**src/rtl/numeric_display_scanner.sv**
```systemverilog
// Multiplexed 7-segment scan driver.
// A slot counter walks each digit in turn; every slot starts with a short dark
// gap (anti-ghosting) followed by a PWM-shaped lit window. Written values land
// in a staging buffer and only move to the displayed shadow copy at a frame
// boundary, so a frame never shows a mix of old and new digits.
module numeric_display_scanner #(
   parameter int   C_DIGITS     = 4,
   parameter int   C_SCAN_DIV   = 2500,
   parameter int   C_GAP_CYCLES = 16,
   parameter logic C_SEG_ACTIVE = 1'b0,
   parameter logic C_DIG_ACTIVE = 1'b0
) (
   input  logic                    MCLK,
   input  logic                    nRST,
   input  logic                    EN,
   input  logic [4*C_DIGITS-1:0]   VALUE,
   input  logic [C_DIGITS-1:0]     DOTS,
   input  logic                    LZ_BLANK,
   input  logic [3:0]              BRIGHT,
   input  logic                    WR,
   output logic                    WR_ACK,
   output logic [7:0]              SEG,
   output logic [C_DIGITS-1:0]     DIG,
   output logic                    FRAME
);

   // Counter widths; a degenerate 1-cycle slot or single digit still gets one bit.
   localparam int CW = (C_SCAN_DIV > 1) ? $clog2(C_SCAN_DIV) : 1;
   localparam int IW = (C_DIGITS > 1) ? $clog2(C_DIGITS) : 1;
   // Usable (non-gap) part of a slot and the width of the W*(b+1) product.
   localparam int W  = C_SCAN_DIV - C_GAP_CYCLES;
   localparam int PW = $clog2(W) + 5;
   // Comparison width wide enough for both cnt and GAP+ON without overflow.
   localparam int XW = ((CW > PW) ? CW : PW) + 1;

   localparam logic [7:0]          SEG_OFF = {8{~C_SEG_ACTIVE}};
   localparam logic [C_DIGITS-1:0] DIG_OFF = {C_DIGITS{~C_DIG_ACTIVE}};

   // Scan state
   logic [CW-1:0] cnt_q, cnt_d;
   logic [IW-1:0] idx_q, idx_d;
   logic [3:0]    b_q, b_d;

   // Staging (written, not yet shown) and shadow (currently shown) buffers
   logic [4*C_DIGITS-1:0] stg_val_q, stg_val_d;
   logic [C_DIGITS-1:0]   stg_dots_q, stg_dots_d;
   logic                  stg_lz_q, stg_lz_d;
   logic                  pend_q, pend_d;
   logic [4*C_DIGITS-1:0] shd_val_q, shd_val_d;
   logic [C_DIGITS-1:0]   shd_dots_q, shd_dots_d;
   logic                  shd_lz_q, shd_lz_d;

   // Registered pin drive
   logic [7:0]          seg_q, seg_d;
   logic [C_DIGITS-1:0] dig_q, dig_d;
   logic                ack_q, ack_d;
   logic                frame_q, frame_d;

   // Decoded helpers
   logic                cnt_last;
   logic                idx_last;
   logic                boundary;
   logic [3:0]          b_eff;
   logic [PW-1:0]       b_plus1;
   logic [PW-1:0]       on_prod;
   logic [PW-1:0]       on_cyc;
   logic [XW-1:0]       cnt_x;
   logic [XW-1:0]       on_x;
   logic                lit;
   logic [3:0]          nib [C_DIGITS];
   logic [C_DIGITS-1:0] dig_sel;
   logic [C_DIGITS-1:0] blank;
   logic                zero_run;
   logic [6:0]          seg_pat;

   // Hex digit to segment pattern, bit 0 = a ... bit 6 = g, active high.
   function automatic logic [6:0] hex7(input logic [3:0] n);
      hex7 = 7'h00;
      case (n)
         4'h0: hex7 = 7'h3F;
         4'h1: hex7 = 7'h06;
         4'h2: hex7 = 7'h5B;
         4'h3: hex7 = 7'h4F;
         4'h4: hex7 = 7'h66;
         4'h5: hex7 = 7'h6D;
         4'h6: hex7 = 7'h7D;
         4'h7: hex7 = 7'h07;
         4'h8: hex7 = 7'h7F;
         4'h9: hex7 = 7'h6F;
         4'hA: hex7 = 7'h77;
         4'hB: hex7 = 7'h7C;
         4'hC: hex7 = 7'h39;
         4'hD: hex7 = 7'h5E;
         4'hE: hex7 = 7'h79;
         4'hF: hex7 = 7'h71;
         default: hex7 = 7'h00;
      endcase
   endfunction

   // Per-digit nibble view of the shadow value and one-hot digit select.
   genvar gi;
   generate
      for (gi = 0; gi < C_DIGITS; gi++) begin : g_digit
         assign nib[gi]     = shd_val_q[4*gi +: 4];
         assign dig_sel[gi] = (idx_q == IW'(gi));
      end
   endgenerate

   assign cnt_last = (cnt_q == CW'(C_SCAN_DIV - 1));
   assign idx_last = (idx_q == IW'(C_DIGITS - 1));
   // While disabled every cycle is treated as a boundary so writes land at once.
   assign boundary = !EN || (cnt_last && idx_last);

   // Brightness is latched at slot start; at cnt=0 itself the live input is used
   // so a zero-gap configuration still lights the first cycle correctly.
   assign b_eff   = (cnt_q == '0) ? BRIGHT : b_q;
   assign b_plus1 = PW'(b_eff) + PW'(1);
   assign on_prod = PW'(W) * b_plus1;
   assign on_cyc  = on_prod >> 4;
   assign cnt_x   = XW'(cnt_q);
   assign on_x    = XW'(on_cyc);
   assign lit     = (cnt_x >= XW'(C_GAP_CYCLES)) && (cnt_x < (XW'(C_GAP_CYCLES) + on_x));

   // Leading-zero mask: walk from the MSD down while digits stay zero; digit 0 is kept.
   always_comb begin
      blank    = '0;
      zero_run = 1'b1;
      for (int i = C_DIGITS - 1; i >= 0; i--) begin
         zero_run = zero_run && (nib[i] == 4'h0);
         if (i != 0) begin
            blank[i] = shd_lz_q && zero_run;
         end
      end
   end

   // Next slot counter, digit index and latched brightness.
   always_comb begin
      cnt_d   = cnt_q;
      idx_d   = idx_q;
      b_d     = b_q;
      frame_d = 1'b0;
      if (!EN) begin
         cnt_d = '0;
         idx_d = '0;
      end else begin
         if (cnt_q == '0) begin
            b_d = BRIGHT;
         end
         if (cnt_last) begin
            cnt_d = '0;
            idx_d = idx_last ? '0 : idx_q + IW'(1);
            frame_d = idx_last;
         end else begin
            cnt_d = cnt_q + CW'(1);
         end
      end
   end

   // Write capture and frame-boundary transfer from staging to shadow.
   always_comb begin
      stg_val_d  = stg_val_q;
      stg_dots_d = stg_dots_q;
      stg_lz_d   = stg_lz_q;
      pend_d     = pend_q;
      shd_val_d  = shd_val_q;
      shd_dots_d = shd_dots_q;
      shd_lz_d   = shd_lz_q;
      ack_d      = 1'b0;
      if (boundary) begin
         if (WR) begin
            // A write coinciding with the boundary skips staging entirely.
            shd_val_d  = VALUE;
            shd_dots_d = DOTS;
            shd_lz_d   = LZ_BLANK;
            pend_d     = 1'b0;
            ack_d      = 1'b1;
         end else if (pend_q) begin
            shd_val_d  = stg_val_q;
            shd_dots_d = stg_dots_q;
            shd_lz_d   = stg_lz_q;
            pend_d     = 1'b0;
            ack_d      = 1'b1;
         end
      end else if (WR) begin
         // Repeated writes before a boundary simply overwrite staging.
         stg_val_d  = VALUE;
         stg_dots_d = DOTS;
         stg_lz_d   = LZ_BLANK;
         pend_d     = 1'b1;
      end
   end

   // Pin pattern for the current cnt/idx, registered below for a clean one-cycle latency.
   always_comb begin
      seg_pat = blank[idx_q] ? 7'h00 : hex7(nib[idx_q]);
      seg_d   = SEG_OFF;
      dig_d   = DIG_OFF;
      if (EN && lit) begin
         seg_d = {shd_dots_q[idx_q], seg_pat} ~^ {8{C_SEG_ACTIVE}};
         dig_d = dig_sel ~^ {C_DIGITS{C_DIG_ACTIVE}};
      end
   end

   // State and output registers with synchronous active-low reset.
   always_ff @(posedge MCLK) begin
      if (!nRST) begin
         cnt_q      <= '0;
         idx_q      <= '0;
         b_q        <= '0;
         stg_val_q  <= '0;
         stg_dots_q <= '0;
         stg_lz_q   <= 1'b0;
         pend_q     <= 1'b0;
         shd_val_q  <= '0;
         shd_dots_q <= '0;
         shd_lz_q   <= 1'b0;
         seg_q      <= SEG_OFF;
         dig_q      <= DIG_OFF;
         ack_q      <= 1'b0;
         frame_q    <= 1'b0;
      end else begin
         cnt_q      <= cnt_d;
         idx_q      <= idx_d;
         b_q        <= b_d;
         stg_val_q  <= stg_val_d;
         stg_dots_q <= stg_dots_d;
         stg_lz_q   <= stg_lz_d;
         pend_q     <= pend_d;
         shd_val_q  <= shd_val_d;
         shd_dots_q <= shd_dots_d;
         shd_lz_q   <= shd_lz_d;
         seg_q      <= seg_d;
         dig_q      <= dig_d;
         ack_q      <= ack_d;
         frame_q    <= frame_d;
      end
   end

   assign SEG    = seg_q;
   assign DIG    = dig_q;
   assign WR_ACK = ack_q;
   assign FRAME  = frame_q;

endmodule

```
**config.mk**
```make
export PLATFORM = sky130hd
export DESIGN_NAME = numeric_display_scanner
export DESIGN_NICKNAME = d
export VERILOG_FILES = /design/src/rtl/numeric_display_scanner.sv
export SDC_FILE = /design/constraint.sdc
export NUM_CORES = 1
export LEC_CHECK = 0
export CORE_ASPECT_RATIO = 2
export CORE_UTILIZATION = 45
export DETAILED_ROUTE_END_ITERATION = 8
export MAX_ROUTING_LAYER = met4
export PLACE_DENSITY = 0.67
export SETUP_SLACK_MARGIN = 0.5
export SLEW_MARGIN = 40
export SYNTH_ARGS = -nofsm -noshare
export SYNTH_HDL_FRONTEND = slang
export SYNTH_SLANG_ARGS = --single-unit
```
**constraint.sdc**
```tcl
create_clock -name MCLK -period 8.2 [get_ports MCLK]
set_input_delay 1.23 -clock MCLK [delete_from_list [all_inputs] [get_ports MCLK]]
set_output_delay 1.23 -clock MCLK [all_outputs]
set_load 0.05 [all_outputs]
```
==> impl_metrics.csv, run 1 <==
group,metric,value,unit
critical_path,cpMaxStageDelayCell,"clkdlybuf4s50_1",
critical_path,cp_top_family,"adder cells",
worst_hold_path,min-delay-start,"shd_dots_q[3]$_SDFFE_PN0P_",
place,port_buffers,42,
timing,fin_skew,4.154,ps
timing,min_period,7120,ps
routing,vias,3820,
critical_path,crit_path_max_fanout,12,
synth,postSynthCellCount,520,
power_and_ir_drop,power_density,247.6,nW/µm²
routing,ant_nets,0,
critical_path,r2r-start,"cnt_q[4]$_SDFF_PP0_",
power_and_ir_drop,combPwrFrac,42.8,%
synth,yosysSeqAreaShare,30.72,%
synth,synth_cell_types,55,
critical_path,cp.required,8400,ps
clock_network,cts_hold_buf,0,
floorplan,core_area,10540,µm²
floorplan,initial_utilization,46.35,%
global_routing,antenna_found_initial,0,
global_routing,grt_pass1_vias,3846,
routing,dr.pass1.iters,6,
clock_network,cts.clk_slew.worst_paths,60,ps
critical_path,worstSetupEndpoint,"SEG[6]$_SDFF_PN1_",
clock_network,cts.path.max_buffers,2,
critical_path,path_buf_inv,4,
global_routing,grt_max_degree,49,
cells_and_area,instances_no_fill,696,
synth,synthArstFlopShare,0,%
power_and_ir_drop,p_sw,0.5162,mW
cells_and_area,antennaDiodeCount,0,
critical_path,timing.critical_path.from_type,"input pin",
place,gp_congestion,0.8896,
timing,finalSetupViolCount,0,
power_and_ir_drop,p_clk_share,29.6,%
timing,finalCritPeriodShare,86.83,%
synth,syn_area,4887,µm²
critical_path,rr_worst_depth,30,
critical_path,cp_data_arrival_time,7320,ps
routing,wirelength,11070,µm
timing,fin_setup_tns,0,ps
clock_network,cts_buffers,9,
critical_path,end_kind,"flop",
global_routing,gr-total-overflow,0,
routing,wl_per_cell,15.91,µm
clock_network,clock_latency,340,ps
critical_path,worstSetupPathType,"in -> reg",
flow_run,drv_cap,0,
synth,synth-edff-count,0,
critical_path,r2r_setup_slack,1240,ps
floorplan,ioPinCount,43,
clock_network,cts_root_buffer,"clkbuf_16",
place,pre_cts_ws,498.7,ps
routing,drc_errors,0,
cells_and_area,mostFrequentLayoutCells,"dfxtp_1, nand2_1, ha_1",
floorplan,num_rows,53,
clock_network,cts_tree,"built",
cells_and_area,drive_gt1_share,9.123,%
global_routing,grt_util_all_layers,21.89,%
timing,max_slew_margin,62.45,%
clock_network,h-tree-depth,3,
routing,drt_iter0_markers,116,
power_and_ir_drop,peakVddDrop,0.1389,mV
critical_path,r2r-end,"SEG[6]$_SDFF_PN1_",
power_and_ir_drop,total_leakage_power,2.631,nW
status,status,"finished, final reports clean",
timing,final_hold_viol_count,0,
synth,synth.avg_cell_area,9.398,µm²
floorplan,fp.dieW,75.69,µm
power_and_ir_drop,intPower,0.8983,mW
global_routing,grt_pass1_wl,17800,µm
clock_network,cts.sinks,75,
place,place_inst,680,
synth,synthFlopType,"dfxtp_1",
power_and_ir_drop,swShare,36.50,%
floorplan,die_h,149.4,µm
cells_and_area,syn2layout_area_growth,16.87,%
timing,slew_viol_final,0,
worst_hold_path,hold_path_class,"reg -> reg",
timing,fmax,0.1405,GHz
floorplan,die_area,11310,µm²
critical_path,crit_cells,28,
synth,yosys_warnings,0,
critical_path,crit_start,"BRIGHT[0]",
power_and_ir_drop,pwr-share-seq,27.6,%
synth,synth-seq-cells,75,
synth,syn-num-nets,604,
cells_and_area,final_nets,638,
place,place_hpwl,8772,µm
cells_and_area,final_common_cell,"dfxtp_1",
timing,worst_slack,1080,ps
critical_path,max_stage_delay,540,ps
routing,vias_per_cell,5.489,
timing,grt_setup_unrepaired,"false",
timing,worst_pin_slew,558.9,ps
-- worst register-to-register path: cells and delay by family, from the launching register on --
kind / cells / cell delay, ps
adder cells (fa/ha/maj): 6 / 2180
XOR/XNOR: 2 / 380
multiplexers: 1 / 290
buffers and inverters: 4 / 470
AO/OA/AOI/OAI: 5 / 830
flip-flops: 1 / 390
AND/OR/NAND/NOR: 12 / 2290
-- metal layers --
layer  routed length (µm)  global-route usage, %
met5                    0                      -
met4                  595                  15.19
met3                  234                  2.905
met2                 6252                  39.33
met1                 3990                  20.31
-- cell families (layout without fill, tap and decap cells) --
group / Yosys count / in the layout / synth area share [%]
multiplexers: 56 / 56 / 12.90
AO/OA/AOI/OAI: 76 / 76 / 12.37
flip-flops: 75 / 75 / 30.72
buffers and inverters: 50 / 89 / 4.455
adder cells (fa/ha/maj): 55 / 55 / 15.00
XOR/XNOR: 30 / 30 / 5.530
AND/OR/NAND/NOR: 178 / 178 / 19.02
-- power groups by stage --
| stage | logic, mW | clock network [mW] | registers (mW) |
|---|---|---|---|
| floorplan | 0.460 | 0 | 0.395 |
| global placement | 0.575 | 0 | 0.397 |
| detailed placement | 0.592 | 0 | 0.398 |
| CTS | 0.601 | 0.429 | 0.390 |
| global route | 0.660 | 0.444 | 0.392 |
| finish | 0.606 | 0.419 | 0.390 |
-- through the flow --
stage	util (%)	total power, mW	area (µm²)	hold WS (ps)
finish	54.17	1.414	5712	500.7
global route	54.17	1.496	5712	515.0
CTS	54.16	1.420	5710	503.8
detailed placement	51.15	0.9905	5393	486.7
global placement	51.15	0.9728	5393	480.3
floorplan	-	0.8545	4887	449.3
-- registers in the layout, indices dropped and copies added (netlist names) --
register,count
shd_val_q,16
shd_lz_q,1
idx_q,2
shd_dots_q,4
stg_dots_q,4
DIG,4
SEG,8
FRAME,1
b_q,4
cnt_q,12
stg_val_q,16
pend_q,1
stg_lz_q,1
WR_ACK,1
-- synthesized netlist by cell type (all sizes together), types with 3 or more instances --
cell type | n | area (µm²)
clkbuf | 13 | 48.80
o211a | 21 | 210.2
a211oi | 4 | 30.03
mux2i | 48 | 480.5
a21oi | 17 | 92.59
a21boi | 4 | 30.03
mux2 | 3 | 37.53
o211ai | 6 | 58.81
inv | 27 | 101.3
fa | 6 | 120.1
nand2b | 4 | 25.02
nand4 | 5 | 46.29
xnor2 | 16 | 140.1
nand3 | 19 | 95.09
dfxtp | 75 | 1501
nor2b | 24 | 150.1
ha | 49 | 613.1
nand2 | 59 | 246.5
nor4 | 6 | 73.82
o31ai | 3 | 22.52
nor3 | 7 | 35.03
o21ai | 8 | 40.04
nor2 | 39 | 146.4
xor2 | 14 | 130.1
and2 | 3 | 18.77
mux4 | 5 | 112.6
buf | 10 | 67.56
-- worst min path at each step --
stage / endpoint / cells past startpoint
global placement: shd_dots_q[0]$_SDFFE_PN0P_ / 1
global route: shd_dots_q[0]$_SDFFE_PN0P_ / 1
CTS: shd_dots_q[3]$_SDFFE_PN0P_ / 1
floorplan: cnt_q[0]$_SDFF_PP0_ / 1
finish: shd_dots_q[3]$_SDFFE_PN0P_ / 1
detailed placement: shd_dots_q[3]$_SDFFE_PN0P_ / 1
-- what timing repair did --
item	in CTS	in global routing
gates resized for setup	0	1
setup endpoints to repair	0	3
setup buffers	0	0
hold endpoints to repair	0	0
-- area by class of cell --
class | count | area (µm²)
Clock buffer | 10 | 229.0
Clock inverter | 6 | 88.84
Fill cell | 967 | 4832
Inverter | 27 | 101.3
Multi-Input combinational cell | 395 | 3169
Sequential cell | 75 | 1501
Tap cell | 137 | 171.4
Timing Repair Buffer | 46 | 450.4
(Power assumes the default switching activity.)
==> run 2: changes to the inputs <==
Settings changed: CAP_MARGIN from default to 20.
==> results of run 2 <==
Same layout as run 1: the final DEF is identical, and so are final timing and power.
